### config.mk
export PLATFORM = sky130hd
export DESIGN_NAME = filt_arb
export DESIGN_NICKNAME = d
export VERILOG_FILES = /design/src/rtl/filt_arb.sv
export SDC_FILE = /design/constraint.sdc
export NUM_CORES = 1
export LEC_CHECK = 0
export ABC_AREA = 1
export CAP_MARGIN = 10
export CORE_ASPECT_RATIO = 1.5
export CORE_UTILIZATION = 38
export DETAILED_ROUTE_END_ITERATION = 6
export DONT_BUFFER_PORTS = 1
export PLACE_DENSITY = 0.62
export SYNTH_ARGS = -nofsm -noshare
export SYNTH_HDL_FRONTEND = slang
export SYNTH_SLANG_ARGS = --single-unit
### constraint.sdc
create_clock -name SYSCLK -period 3.1 [get_ports SYSCLK]
set_input_delay 0.155 -clock SYSCLK [delete_from_list [all_inputs] [get_ports SYSCLK]]
set_output_delay 0.155 -clock SYSCLK [all_outputs]
set_load 0.05 [all_outputs]
### src/rtl/filt_arb.sv
// filt_arb: round-robin arbiter that collects words from NCH filter channels
// and delivers them one at a time on a valid/ready output port.
//
// Each channel has a 32-bit hold register and a pending bit. An update pulse
// on an enabled channel captures that channel's data. The arbiter grants
// pending channels round-robin into a single output register.
//
// Ports:
//   SYSCLK        system clock (rising edge)
//   SYSRSTn       asynchronous active-low reset
//   ch_data_in    NCH x 32-bit filter outputs; channel i at [32i+31:32i]
//   ch_update_in  per-channel one-cycle update pulse
//   reg_chen      per-channel arbitration enable
//   reg_ovfclr    per-channel write-1-to-clear for ovf_flags
//   out_data      granted channel data
//   out_ch        granted channel index
//   out_valid     out_data/out_ch valid
//   out_ready     consumer accepts the word this cycle
//   ovf_flags     sticky per-channel overrun flags
//   irq           OR of ovf_flags
module filt_arb #(
  parameter int NCH = 4
) (
  input  logic              SYSCLK,
  input  logic              SYSRSTn,
  input  logic [32*NCH-1:0] ch_data_in,
  input  logic [NCH-1:0]    ch_update_in,
  input  logic [NCH-1:0]    reg_chen,
  input  logic [NCH-1:0]    reg_ovfclr,
  output logic [31:0]       out_data,
  output logic [2:0]        out_ch,
  output logic              out_valid,
  input  logic              out_ready,
  output logic [NCH-1:0]    ovf_flags,
  output logic              irq
);

  localparam logic [0:0] ST_IDLE  = 1'b0;
  localparam logic [0:0] ST_VALID = 1'b1;
  // Last-granted starts at the top channel so channel 0 wins the first search.
  localparam logic [2:0] LAST_RST = 3'(NCH - 1);

  logic [0:0]     state_r;
  logic [31:0]    hold_r [NCH];
  logic [NCH-1:0] pending_r;
  logic [NCH-1:0] ovf_r;
  logic [2:0]     last_r;
  logic [31:0]    out_data_r;
  logic [2:0]     out_ch_r;

  logic [NCH-1:0] elig_s;
  logic           hi_found_s;
  logic [2:0]     hi_idx_s;
  logic           any_elig_s;
  logic [2:0]     lo_idx_s;
  logic [2:0]     win_idx_s;
  logic [NCH-1:0] win_onehot_s;
  logic [31:0]    win_data_s;
  logic           grant_s;
  logic [NCH-1:0] grant_vec_s;
  logic [NCH-1:0] upd_s;
  logic [NCH-1:0] ovf_set_s;

  // Round-robin search: lowest eligible index above last_r, else lowest eligible overall.
  always_comb begin
    elig_s     = pending_r & reg_chen;
    hi_found_s = 1'b0;
    hi_idx_s   = 3'd0;
    any_elig_s = 1'b0;
    lo_idx_s   = 3'd0;
    // Descending scan so the lowest matching index is the one left standing.
    for (int i = NCH - 1; i >= 0; i--) begin
      hi_idx_s   = (elig_s[i] && (3'(i) > last_r)) ? 3'(i) : hi_idx_s;
      hi_found_s = hi_found_s | (elig_s[i] && (3'(i) > last_r));
      lo_idx_s   = elig_s[i] ? 3'(i) : lo_idx_s;
      any_elig_s = any_elig_s | elig_s[i];
    end
    win_idx_s = hi_found_s ? hi_idx_s : lo_idx_s;
  end

  // Winner one-hot, winner data mux and the grant qualified by output availability.
  always_comb begin
    win_onehot_s = {NCH{1'b0}};
    win_data_s   = 32'd0;
    for (int i = 0; i < NCH; i++) begin
      win_onehot_s[i] = any_elig_s && (3'(i) == win_idx_s);
      win_data_s      = win_data_s | ({32{win_onehot_s[i]}} & hold_r[i]);
    end
    grant_s     = any_elig_s && ((state_r == ST_IDLE) || out_ready);
    grant_vec_s = grant_s ? win_onehot_s : {NCH{1'b0}};
    upd_s       = ch_update_in & reg_chen;
    // A granted channel hands its old word out this edge, so a coincident update is not an overrun.
    ovf_set_s   = upd_s & pending_r & ~grant_vec_s;
  end

  // Per-channel hold registers and pending bits.
  always_ff @(posedge SYSCLK or negedge SYSRSTn) begin
    if (!SYSRSTn) begin
      pending_r <= {NCH{1'b0}};
      for (int i = 0; i < NCH; i++) begin
        hold_r[i] <= 32'd0;
      end
    end else begin
      for (int i = 0; i < NCH; i++) begin
        if (!reg_chen[i]) begin
          pending_r[i] <= 1'b0;
        end else if (upd_s[i]) begin
          pending_r[i] <= 1'b1;
          hold_r[i]    <= ch_data_in[32*i +: 32];
        end else if (grant_vec_s[i]) begin
          pending_r[i] <= 1'b0;
        end
      end
    end
  end

  // Sticky overrun flags; a set in the same cycle as a clear wins.
  always_ff @(posedge SYSCLK or negedge SYSRSTn) begin
    if (!SYSRSTn) begin
      ovf_r <= {NCH{1'b0}};
    end else begin
      ovf_r <= (ovf_r & ~reg_ovfclr) | ovf_set_s;
    end
  end

  // Output FSM and output word register.
  always_ff @(posedge SYSCLK or negedge SYSRSTn) begin
    if (!SYSRSTn) begin
      state_r    <= ST_IDLE;
      out_data_r <= 32'd0;
      out_ch_r   <= 3'd0;
      last_r     <= LAST_RST;
    end else begin
      case (state_r)
        ST_IDLE: begin
          if (grant_s) begin
            state_r    <= ST_VALID;
            out_data_r <= win_data_s;
            out_ch_r   <= win_idx_s;
            last_r     <= win_idx_s;
          end
        end
        ST_VALID: begin
          if (out_ready) begin
            if (grant_s) begin
              out_data_r <= win_data_s;
              out_ch_r   <= win_idx_s;
              last_r     <= win_idx_s;
            end else begin
              state_r <= ST_IDLE;
            end
          end
        end
        default: begin
          state_r <= ST_IDLE;
        end
      endcase
    end
  end

  assign out_data  = out_data_r;
  assign out_ch    = out_ch_r;
  assign out_valid = (state_r == ST_VALID);
  assign ovf_flags = ovf_r;
  assign irq       = |ovf_r;

endmodule
* Word level (Yosys, flattened, before mapping)
Cells that the tools add are included. Widths: inputs -> output; s select.
Operators by class: reductions and logical operators 16, equal/unequal tests 8, shifts and indexed selects 0, $add $sub $neg 0, divide/modulo/power cells 0, $lt $le $gt $ge 4, multipliers 0, bitwise gates (word level) 22, multiplexer cells 34
Operator list (number):
- $and 32x32->32 | 4
- $or 32x32->32 | 3
- $mux 32 | 2
- $pmux 32 s2 | 1
- $and 4x4->4 | 5
- $mux 2 | 9
- $mux 1 | 14
- $mux 3 | 4
- $ne 3x1->1 const B | 4
- $pmux 3 s2 | 2
- $logic_and 1x1->1 | 9
- $not 4->4 | 2
- $reduce_and 2->1 | 4
- $gt 1x3->1 const A | 2
- $gt 2x3->1 const A | 2
- $or 1x1->1 | 6
- $eq 2x2->1 const A | 2
- $mux 4 | 1
- $or 4x4->4 | 1
- $reduce_or 4->1 | 1
- $logic_not 3->1 | 1
- $eq 1x2->1 const A | 1
- $ne 2x2->1 const B | 1
- $pmux 1 s2 | 1
- 2 further kinds | 2
Storage, ports and cells: input bits 143, RAM bits 0, memories 0, bits in registers 175, memory bits (read-only) 0, logic and storage cells 97, bits in latches 0

* Longest topological paths before layout
Gate-level depths: netlist (run 1).
depth in word-level cells 16, mapped depth 12, depth with buffers taken out 11

* Least setup slack after synthesis (run 1)
No wires, ideal clock.
path type register -> register, from register last_r[1], to register out_data_r[10] (netlist: out_data[10]), clock period less this slack 1656 ps, path slack 1444 ps, arrival 1534 ps, buffers on the path 1, cell stages (with the launch flop) 9, library setup time 122 ps, path through dfstp_2 nand2_1 nand2_1 nand3_1 o21ai_2 clkbuf_1 nor3_1 nor2_1 a21oi_1
Between the ends: longest elaborated chain between the ends 16
RTL lines:
- from (decl) | RTL line 47 | logic [2:0] last_r;
- from (signal assigned) | RTL line 140 | last_r <= win_idx_s;
- from (signal assigned) | RTL line 148 | last_r <= win_idx_s;
- $gt 2x3->1 | RTL line 73, 74
- $logic_and 1x1->1 | RTL line 73, 74
- $mux 2 (4 in a row) | RTL line 73 | hi_idx_s = (elig_s[i] && (3'(i) > last_r)) ? 3'(i) : hi_idx_s;
- $mux 2 * | RTL line 78 | win_idx_s = hi_found_s ? hi_idx_s : lo_idx_s;
- $eq 1x2->1 or $logic_not 3->1 (tied branches) | RTL line 86 | win_onehot_s[i] = any_elig_s && (3'(i) == win_idx_s);
- $logic_and 1x1->1 | RTL line 86
- $and 32x32->32 | RTL line 87 | win_data_s = win_data_s | ({32{win_onehot_s[i]}} & hold_r[i]);
- $or 32x32->32 (2 in a row) | RTL line 87
- $or 32x32->32 * | RTL line 87
- $mux 32 * | RTL line 136, 145
- $mux 32 | RTL line 144 | if (out_ready) begin
- $pmux 32 s2 * | RTL line 134 | case (state_r)
- to (signal assigned) | RTL line 138 | out_data_r <= win_data_s;
- to (signal assigned) | RTL line 146 | out_data_r <= win_data_s;
- to (decl) | RTL line 48 | logic [31:0] out_data_r;
Mark *: on every way between the ends. The rest lies on a longest branch, timed or not. The select of a mux whose other input is x is not followed. A chain may end at the register's enable or synchronous reset.

* Worst setup path in the final report (run 1)
from register pending_r[1], to register ovf_r[0] (netlist: ovf_flags[0])
Between the ends: longest elaborated chain between the ends 11
RTL lines:
- from (decl) | RTL line 45 | logic [NCH-1:0] pending_r;
- from (signal assigned) | RTL line 99 | pending_r <= {NCH{1'b0}};
- $and 4x4->4 * | RTL line 66 | elig_s = pending_r & reg_chen;
- $logic_and 1x1->1 | RTL line 73, 74
- $mux 2 or $or 1x1->1 (tied branches) (2 in a row) | RTL line 73, 74
- $mux 2 | RTL line 78
- $logic_not 3->1 | RTL line 86
- $logic_and 1x1->1 | RTL line 86
- $mux 4 * | RTL line 90 | grant_vec_s = grant_s ? win_onehot_s : {NCH{1'b0}};
- $not 4->4 * | RTL line 93 | ovf_set_s = upd_s & pending_r & ~grant_vec_s;
- $and 4x4->4 * | RTL line 93
- $or 4x4->4 * | RTL line 122 | ovf_r <= (ovf_r & ~reg_ovfclr) | ovf_set_s;
- to (signal assigned) | RTL line 120 | ovf_r <= {NCH{1'b0}};
- to (signal assigned) | RTL line 122
- to (decl) | RTL line 46 | logic [NCH-1:0] ovf_r;
Mark *: on every way between the ends. The rest lies on a longest branch, timed or not.

==> results.md, run 1 <==
- Sw Pwr: 2.94 mW
- Max cap viols: 0
- H-tree depth: 4
- Area of the mapped netlist: 7670 µm²
- Synth top area share: 55.8%
- Failing checks: hold timing
- Area Overhead vs Synth: 27.7%
- Final setup fails: 0
- WL met3: 1090 µm
- Post-Syn Nets: 915
- Yosys cell types: 23
- Share of layout cells above drive strength 1: 17.6%
- Max clock buf depth: 2
- CP endpoint kind: flop
- Setup Skew: 0.0112 ns
- Initial Util: 38.8%
- Vias post-DR: 5930
- Synth warnings: 0
- Cts bufs inserted: 17
- Syn Inst Count: 772
- Initial antenna violation count: 2
- RSZ-0062 raised after global routing: false
- Max Clock Freq: 352 MHz
- # IOs: 184
- Final hold vios: 173
- Sequential cell area fraction in the yosys report: 56.4%
- IO buf count: 0
- Leakage: 4.46 nW
- Area of the multi-input gates: 2960 µm²
- Die width: 118 µm
- Finished Core Util: 49.5%
- R2R Path End: ovf_flags[0]$_DFF_PN0_
- Post CTS Setup Buffer Count: 0
- Worst slew pin tran: 1.13 ns
- First DRT Iteration DRCs: 333
- Avg WL per Cell: 18.3 µm
- First-pass GRT wire length: 33900 µm
- Cell taking the most area after synthesis: dfrtp_1
- Filler cells: 1774
- Met2 wire length: 11200 µm
- Sw frac: 40.0%
- Via density: 5.09
- Total grt overflow: 0
- Worst skew pair latency: 0.43 ns
- Maximum fanout along the worst path: 20
- M1 WL: 8620 µm
- Arr. time, crit path: 3.15 ns
- Largest net degree at the start of global routing: 174
- Final net count: 1035
- Die Ht: 176 µm
- Clock power share: 26.6%
- Status: finished with violations
- Final HPWL DP: 13200 µm
- Crit path required time: 3.41 ns
- Root buf cell: clkbuf_16
- Final worst path period need: 2.84 ns
- R2R depth: 10
- Sink Count: 173
- Synth top area cells: dfrtp_1 (56%), mux2_2 (16%), nand3_1 (6.5%)
- Max layer used: met4
- CTS tree: built
- Pins over their slew limit: 0
- Core area: 19800 µm²
- Seq pwr share: 52.1%
- Min-delay worst type: in -> async
- Number of global-route vias before repair: 6117
- GP Congestion: 0.818
- Antenna viol nets, final: 0
- Hold slack: -0.577 ns
- Register Area: 4330 µm²
- Slew HR: 24.6%
- Startpoint Class: flop
- Reg clk slew, reported paths: 0.07 ns
- Power Density: 750 nW/µm²
- DR DRC count: 0
- Internal cell power: 4.42 mW
- Aggregate routed wire length: 21300 µm
- Critical Setup Path Class: reg -> reg
- Hold_buf cts: 137
- DR pass1 iterations: 5
- Reg-to-reg startpoint: pending_r[1]$_DFFE_PN0P_
- Die area: 20800 µm²
- Worst IR Drop VDD: 0.398 mV
- Setup TNS: 0 ns
- FF+latch count, synth: 173
- Avg Cell Area, Syn: 9.94 µm²
- Site Rows: 63
- R2r setup slk: 0.26 ns
- Final period utilization: 91.7%
- All-Layer GR Usage: 21.3%
- Combinational share of power: 21.3%
==> metrics by stage <==
stage	worst slack, ns	instance area (µm²)	power (mW)	std cells	hold slack [ns]
floorplan	1.44	7670	4.84	772	-0.141
global placement	0.574	7890	5.24	996	-0.136
detailed placement	0.453	7890	5.28	996	-0.136
CTS	0.238	9790	7.40	1164	-0.600
global route	0.0303	9800	7.73	1166	-0.598
finish	0.257	9800	7.35	1166	-0.577
==> cell families after synthesis <==
family                 after synthesis  share of synthesized area [%]
other                                1                         0.0489
buffers and inverters              101                           5.40
multiplexers                       107                           15.7
AND/OR/NAND/NOR                    332                           18.5
flip-flops                         173                           56.4
AO/OA/AOI/OAI                       58                           3.96
==> area by class of cell <==
class                   count  area share, %
flip-flops and latches    173           44.2
repair buffers            145           14.6
diodes                      2         0.0511
clock inverters            12          0.932
well taps                 260           3.32
clock buffers              19           4.52
inverters                  57           2.18
multi-input cells         498           30.2
==> cells in the mapped netlist <==
master	n
a21oi_1	44
buf_1	7
buf_2	19
buf_4	3
clkbuf_1	15
conb_1	1
dfrtp_1	171
dfstp_2	2
inv_1	55
inv_2	2
mux2_2	107
nand2_1	103
nand2_2	1
nand3_1	99
nand4_1	1
nor2_1	105
nor2_4	2
nor3_1	21
o21ai_0	2
o21ai_1	6
o21ai_2	2
o21bai_1	1
o22ai_1	3
==> critical path, cell delays in order (launching register included) <==
cell and delay, ns:
dfrtp_1 0.36, nand2_1 0.14, inv_1 0.10, a21oi_1 0.29
nor2_1 0.13, nor2_4 0.51, buf_4 0.34, nand3_1 0.12
nand3_1 0.09, o21ai_0 0.07, dlygate4sd3_1 0.55
==> power by group through the flow <==
| stage | logic [mW] | registers [mW] | clock network, mW |
|---|---|---|---|
| 4_1_cts | 1.56 | 3.83 | 2.01 |
| 6_report | 1.56 | 3.83 | 1.96 |
| 3_3_place_gp | 1.38 | 3.87 | 0 |
| 5_1_grt | 1.75 | 3.89 | 2.09 |
| 3_5_place_dp | 1.40 | 3.88 | 0 |
| 2_1_floorplan | 1.10 | 3.74 | 0 |
==> what timing repair did <==
| item | in CTS | in global routing |
|---|---|---|
| gates resized for setup | 0 | 1 |
| setup endpoints to repair | 0 | 1 |
| endpoints found under the hold margin | 308 | 173 |
==> worst max-delay path by stage <==
stage | slack (ns) | to | from
3_5_place_dp | 0.45 | out_data[3]$_DFFE_PN0P_ | last_r[1]$_DFFE_PN1P_
4_1_cts | 0.24 | ovf_flags[1]$_DFF_PN0_ | last_r[1]$_DFFE_PN1P_
5_1_grt | 0.03 | out_data[22]$_DFFE_PN0P_ | last_r[1]$_DFFE_PN1P_
3_3_place_gp | 0.57 | out_data[5]$_DFFE_PN0P_ | last_r[1]$_DFFE_PN1P_
6_report | 0.26 | ovf_flags[0]$_DFF_PN0_ | pending_r[1]$_DFFE_PN0P_
2_1_floorplan | 1.44 | out_data[10]$_DFFE_PN0P_ | last_r[1]$_DFFE_PN1P_
==> sequential cells by signal (all words and copies together) (netlist names) <==
register   count
out_ch         2
last_r         2
pending_r      4
hold_r       128
ovf_flags      4
out_data      32
out_valid      1
==> layer usage <==
layer / vias up / track usage, %
li1: 2790 / -
met1: 2921 / 25.2
met2: 187 / 37.8
met3: 32 / 4.91
met4: 0 / 7.00
met5: - / 0
==> placed cells by master (no fill, tap or decap), types with 5 or more instances in the layout <==
cell type      instances
inv_1                 55
nand2_2                5
nor3_1                21
o21ai_1                6
dlygate4sd3_1        137
nand2_1               99
a21oi_1               43
buf_4                  7
dfrtp_1              171
nor2_1               105
mux2_2               107
nand3_1               99
clkbuf_16             17
clkinvlp_4             5
Power figures use the tool's default switching activity.
==> run 2, diff against run 1 <==
- PLACE_DENSITY: 0.62 -> 0.64
- clock period: 3.1 -> 2.5 ns (I/O delays scaled with it)
==> run 2 against run 1 <==
Against the previous run: clock power rose by 32%; combinational power is 33% higher; setup slack better by 0.11 ns; highest routed layer unchanged; critical path depth shrank 1; the flow still finishes with violations (hold timing); flip-flop and latch count stayed put; largest cell class unchanged.
==> results.md, run 2 (synthesized netlist as in run 1, its figures left out) <==
- Status: finished with violations
- Failing checks: hold timing
- Worst Setup Slack, final: 0.365 ns (+0.108 ns)
- Hold_buf cts: 137 (unchanged)
- First DRT Iteration DRCs: 258 (-23%)
- Root buf cell: clkbuf_16
- Initial antenna violation count: 0 (-2)
- Antenna viol nets, final: 0 (unchanged)
- Worst IR Drop VDD: 0.469 mV (+18%)
- Seq pwr share: 50.5% (-1.6 points)
- CP endpoint kind: flop
- Power Density: 939 nW/µm² (+25%)
- Largest net degree at the start of global routing: 174 (unchanged)
- All-Layer GR Usage: 21.9% (+0.61 points)
- Biggest register: hold_r
- Leakage: 4.55 nW (+2.1%)
- Setup Skew: 0.00869 ns (-0.00249 ns)
- CTS tree: built
- Worst skew pair latency: 0.43 ns (about the same)
- Combinational share of power: 22.0% (+0.7 points)
- Clock power share: 27.4% (+0.8 points)
- Placement Cell Area: 8040 µm² (+2.0%)
- Max reg flops: 128 (unchanged)
- Crit path required time: 2.86 ns (-0.55 ns)
- Sw Pwr: 3.71 mW (+26%)
- Final worst path period need: 2.13 ns (-0.708 ns)
- Max clock buf depth: 2 (unchanged)
- Cts repair resizes: 0 (unchanged)
- Met3 GRT Util: 4.94% (+0.032 points)
- H-tree depth: 4 (unchanged)
- Hold slack: -0.604 ns (-0.0275 ns)
- Die Ht: 176 µm (unchanged)
- Maximum fanout along the worst path: 17 (-15%)
- Critical Setup Path Class: reg -> reg
- DP Worst Slack: 0.398 ns (-0.0551 ns)
- Final non-filler cell total: 1180 (+1.2%)
- Sw frac: 39.6% (-0.38 points)
- Min-delay worst type: in -> async
- IO buf count: 0 (unchanged)
- Vias post-DR: 6023 (+1.6%)
- Setup TNS: 0 ns (unchanged)
- Final HPWL DP: 13800 µm (+4.8%)
- Global route hottest layer: met2
- DR pass1 iterations: 4 (-1)
- Sink Count: 173 (unchanged)
- Pins over their slew limit: 0 (unchanged)
- Startpoint Class: flop
- Die width: 118 µm (unchanged)
- Global routing usage on met2: 37.6% (-0.17 points)
- Site Rows: 63 (unchanged)
- GP Congestion: 0.846 (+3.4%)
- Avg WL per Cell: 18.6 µm (+1.6%)
- Die area: 20800 µm² (unchanged)
- Number of global-route vias before repair: 6412 (+4.8%)
- Placed insts: 1010 (+1.4%)
- # IOs: 184 (unchanged)
- Initial Util: 38.8% (unchanged)
- Max cap viols: 0 (unchanged)
- Aggregate routed wire length: 21900 µm (+2.8%)
- Final net count: 1049 (+1.4%)
- Final period utilization: 85.4% (-6.3 points)
- RSZ-0062 raised after global routing: false
- First-pass GRT wire length: 34400 µm (+1.5%)
- Core area: 19800 µm² (unchanged)
- Share of layout cells above drive strength 1: 19.0% (+1.5 points)
- Worst slew pin tran: 0.827 ns (-0.300 ns)
- Slew HR: 44.7% (+20 points)
- Filler cells: 1728 (-2.6%)
- Arr. time, crit path: 2.50 ns (-0.65 ns)
- Max Clock Freq: 468 MHz (+33%)
- Internal cell power: 5.67 mW (+28%)
- Most frequent cells in the layout: dfrtp_1 (171), dlygate4sd3_1 (137), mux2_2 (107)
- Final instance area: 9990 µm² (+1.9%)
- Cts bufs inserted: 17 (unchanged)
- M1 GR Usage: 25.1% (-0.068 points)
- Total grt overflow: 0 (unchanged)
- Reg clk slew, reported paths: 0.06 ns (about the same)
- Final hold vios: 173 (unchanged)
- Final setup fails: 0 (unchanged)
- Via density: 5.10 (+0.36%)
- Area Overhead vs Synth: 30.2%
- DR DRC count: 0 (unchanged)
- Commonest non-fill, non-tap cell in the layout: dfrtp_1
run 2: cell types whose count changed in the layout (fill, tap and decap cells not counted):
cell,previous run,this run
buf_12,0,4
buf_4,7,18
buf_6,1,0
bufinv_16,0,1
clkbuf_1,1,0
clkinv_2,2,1
clkinv_4,3,2
diode_2,2,1
inv_6,2,5
run 2: final timing paths:
check,start,end,cells after the start,slack (ns)
min in group SYSCLK,reg_chen[0],pending_r[0]$_DFFE_PN0P_,4,0.03
max in group asynchronous,SYSRSTn,hold_r[127]$_DFFE_PN0P_,0,2.69
max,pending_r[2]$_DFFE_PN0P_,out_data[9]$_DFFE_PN0P_,9,0.37
min,SYSRSTn,hold_r[50]$_DFFE_PN0P_,0,-0.60
max reg2reg,pending_r[2]$_DFFE_PN0P_,out_data[9]$_DFFE_PN0P_,9,0.37
min reg2reg,hold_r[80]$_DFFE_PN0P_,hold_r[80]$_DFFE_PN0P_,1,0.51
run 2: through the flow:
stage          utilization, %  power [mW]
2_1_floorplan               -        6.01
3_3_place_gp             40.7        6.59
3_5_place_dp             40.7        6.66
4_1_cts                  50.5        9.43
5_1_grt                  50.5        9.83
6_report                 50.5        9.39
run 2: worst max-delay path, stage by stage (launching register included):
cell	delay, ns
dfrtp_1	0.35
nand2_1	0.11
nor2_1	0.21
nor2_1	0.13
a21oi_4	0.59
buf_4	0.33
nand3_1	0.10
nand3_1	0.10
nor2_1	0.05
nor2_1	0.09
run 2: power by group through the flow:
| stage | clock (mW) | sequential [mW] | combinational, mW |
|---|---|---|---|
| floorplan | 0 | 4.64 | 1.36 |
| global placement | 0 | 4.77 | 1.82 |
| detailed placement | 0 | 4.79 | 1.87 |
| CTS | 2.64 | 4.74 | 2.05 |
| global route | 2.74 | 4.81 | 2.29 |
| finish | 2.58 | 4.74 | 2.07 |
run 2: metal layers:
layer / wire length (µm) / up-vias
met5: 0 / -
met4: 797 / 0
met3: 1160 / 59
met2: 11200 / 216
met1: 8710 / 2934
li1: - / 2814
run 2: repair_timing:
item	in CTS	in global routing
buffers inserted	0	0
endpoints found under the hold margin	308	173
setup endpoints to repair	0	0
run 2: final cells by class:
type                    count  area [µm²]  area share [%]
diodes                      1        2.50          0.0250
clock buffers              18         439            4.40
clock inverters            14         134            1.34
inverters                  57         214            2.14
multi-input cells         498        2960            29.6
flip-flops and latches    173        4330            43.4
well taps                 260         325            3.26
repair buffers            159        1590            15.9
==> run 3, diff against run 2 <==
- ABC_AREA: 1 -> unset
==> run 3 against run 2 <==
Against the previous run: the run still ends with hold timing left; non-clock buffer count shrank 6; register-to-register slack got worse by 0.29 ns; via count is 13% lower; count of clock-buffer cells in the layout is 3 higher; combinational power decreased by 22%; first-iteration DRC count is 35% higher; worst hold slack got worse by 0.0063 ns; sequential share of layout area increased by 1.4 points; sequential power down 4%; die area fell by 3.4%.
==> results.md, run 3 <==
- Status: finished with violations
- Failing checks: hold timing
- Crit path to: ovf_flags[0]$_DFF_PN0_
- Site Rows: 62 (-1.6%)
- R2r setup slk: 0.08 ns (-0.29 ns)
- Pins over their slew limit: 0 (unchanged)
- Final net count: 804 (-23%)
- Placed insts: 758 (-25%)
- Setup TNS: 0 ns (unchanged)
- Max reg flops: 128 (unchanged)
- Synth top area share: 57.8% (+2.0 points)
- Asr flop ratio synth: 100% (unchanged)
- Final HPWL DP: 13200 µm (-4.2%)
- Final period utilization: 96.9% (+12 points)
- R2R depth: 6 (-3)
- Post CTS Setup Buffer Count: 0 (unchanged)
- Avg WL per Cell: 22.5 µm (+21%)
- Synth Flop Type: dfrtp_1
- Filler cells: 1595 (-7.7%)
- Reg-to-reg startpoint: last_r[1]$_DFFE_PN1P_
- Sink Count: 173 (unchanged)
- Startpoint Class: flop
- Worst slew pin tran: 0.635 ns (-0.192 ns)
- Largest net degree at the start of global routing: 174 (unchanged)
- Initial Util: 38.7% (-0.12 points)
- Area Overhead vs Synth: 30.6%
- IO buf count: 0 (unchanged)
- Max Clock Freq: 413 MHz (-12%)
- Worst IR Drop VDD: 0.477 mV (+1.7%)
- First-pass GRT wire length: 32500 µm (-5.4%)
- Area of the multi-input gates: 2900 µm² (-1.9%)
- Most frequent cells in the layout: dfrtp_1 (171), dlygate4sd3_1 (140), mux2_2 (128)
- Cts bufs inserted: 17 (unchanged)
- Global route hottest layer: met2
- Arr. time, crit path: 2.73 ns (+0.23 ns)
- Final instance area: 9680 µm² (-3.1%)
- Power Density: 895 nW/µm² (-4.7%)
- Crit path required time: 2.81 ns (-0.05 ns)
- Die width: 116 µm (-1.7%)
- Post-synth EDFFs: 0 (unchanged)
- Max clock buf depth: 2 (unchanged)
- Global routing usage on met2: 38.2% (+0.55 points)
- Vias post-DR: 5238 (-13%)
- Min-delay worst type: in -> async
- Leakage: 3.92 nW (-14%)
- Share of layout cells above drive strength 1: 32.5% (+13 points)
- Sequential cell area fraction in the yosys report: 58.5% (+2.0 points)
- DR DRC count: 0 (unchanged)
- Reg clk slew, reported paths: 0.07 ns (about the same)
- R2R Path End: ovf_flags[0]$_DFF_PN0_
- Pwr Total: 8.67 mW (-7.6%)
- H-tree depth: 4 (unchanged)
- CTS tree: built
- Number of global-route vias before repair: 5851 (-8.7%)
- FF+latch count, synth: 173 (unchanged)
- Biggest register: hold_r
- Final worst path period need: 2.42 ns (+0.289 ns)
- First DRT Iteration DRCs: 349 (+35%)
- Hold_buf cts: 140 (+2.2%)
- # IOs: 184 (unchanged)
- Synth top cells by count: dfrtp_1 (171), mux2_2 (128), a22oi_1 (66)
- Worst Setup SP: last_r[1]$_DFFE_PN1P_
- Most frequent cell after synthesis: dfrtp_1
- Commonest non-fill, non-tap cell in the layout: dfrtp_1
- Avg Cell Area, Syn: 14.1 µm² (+42%)
- Initial antenna violation count: 2 (+2)
- Die area: 20100 µm² (-3.4%)
- Synth warnings: 0 (unchanged)
- Aggregate routed wire length: 21000 µm (-4.2%)
- RSZ-0062 raised after global routing: false
- Critical Setup Path Class: reg -> reg
- Setup Skew: 0.0101 ns (+0.00142 ns)
- Antenna viol nets, final: 0 (unchanged)
- Via density: 5.62 (+10%)
- Max cap viols: 0 (unchanged)
- Die Ht: 173 µm (-1.7%)
- Maximum fanout along the worst path: 8 (-9)
- All-Layer GR Usage: 21.7% (-0.12 points)
- Met3 GRT Util: 5.36% (+0.42 points)
- Post-Syn Nets: 669 (-27%)
- Hold slack: -0.611 ns (-0.00626 ns)
- Total grt overflow: 0 (unchanged)
- DR pass1 iterations: 4 (unchanged)
- Syn Inst Count: 526 (-32%)
- Slew HR: 57.5% (+13 points)
- Root buf cell: clkbuf_16
- Cell taking the most area after synthesis: dfrtp_1
- Final hold vios: 173 (unchanged)
- GP Congestion: 0.812 (-4.0%)
- Final non-filler cell total: 932 (-21%)
- Area of the mapped netlist: 7410 µm² (-3.5%)
- Yosys cell types: 38 (+65%)
- Core area: 19200 µm² (-3.2%)
- Placement Cell Area: 7710 µm² (-4.1%)
- Worst skew pair latency: 0.43 ns (about the same)
- Register Area: 4330 µm² (unchanged)
- M1 GR Usage: 23.9% (-1.2 points)
- Final setup fails: 0 (unchanged)
- CP endpoint kind: flop
- Synth top area cells: dfrtp_1 (58%), mux2_2 (19%), a22oi_1 (6.7%)
## run 3: cells by family (layout without fill, tap and decap cells)
logic type	after synthesis	after routing	synth area share, %
flip-flops	173	173	58.5
AO/OA/AOI/OAI	121	121	15.4
other	1	3	0.0506
buffers and inverters	41	189	2.99
AND/OR/NAND/NOR	62	62	3.66
multiplexers	128	128	19.5
## run 3: area by class of cell
class	count	area share, %
Antenna cell	2	0.0517
Clock buffer	21	4.86
Sequential cell	173	44.7
Clock inverter	11	0.892
Inverter	4	0.155
Multi-Input combinational cell	312	30.0
Tap cell	256	3.31
Timing Repair Buffer	153	16.0
## run 3: how the worst min path moves through the flow
stage	from	to	slack [ns]	depth (start not counted)
floorplan	SYSRSTn	hold_r[0]$_DFFE_PN0P_	-0.17	0
global placement	SYSRSTn	ovf_flags[2]$_DFF_PN0_	-0.16	0
detailed placement	SYSRSTn	hold_r[65]$_DFFE_PN0P_	-0.16	0
CTS	SYSRSTn	hold_r[1]$_DFFE_PN0P_	-0.62	0
global route	SYSRSTn	hold_r[1]$_DFFE_PN0P_	-0.63	0
finish	SYSRSTn	hold_r[1]$_DFFE_PN0P_	-0.61	0
## run 3: metrics by stage
step	worst slack (ns)	util, %
2_1_floorplan	0.833	-
3_3_place_gp	0.551	40.3
3_5_place_dp	0.429	40.3
4_1_cts	0.166	50.5
5_1_grt	0.00285	50.5
6_report	0.0767	50.5
## run 3: timing repair
action	CTS	global route
endpoints found under the hold margin	310	173
resized for setup	0	1
setup endpoints to repair	0	1
## run 3: power breakdown
group          total [mW]  switching, mW  internal [mW]
Clock                2.50           1.14           1.36
Sequential           4.55           1.21           3.34
Combinational        1.61          0.807          0.807
## run 3: critical path: stages (launching register included)
cell	delay, ns
dfstp_2	0.59
nand4bb_1	0.23
o311a_1	0.27
nand3_2	0.28
nor2_1	0.23
o22ai_1	0.11
dlygate4sd3_1	0.59
## run 3: metal layers
layer / share of wire [%] / vias to the layer above
met5: 0 / -
met3: 5.7 / 49
met1: 38 / 2732
li1: - / 2246
met4: 3.4 / 0
met2: 53 / 211
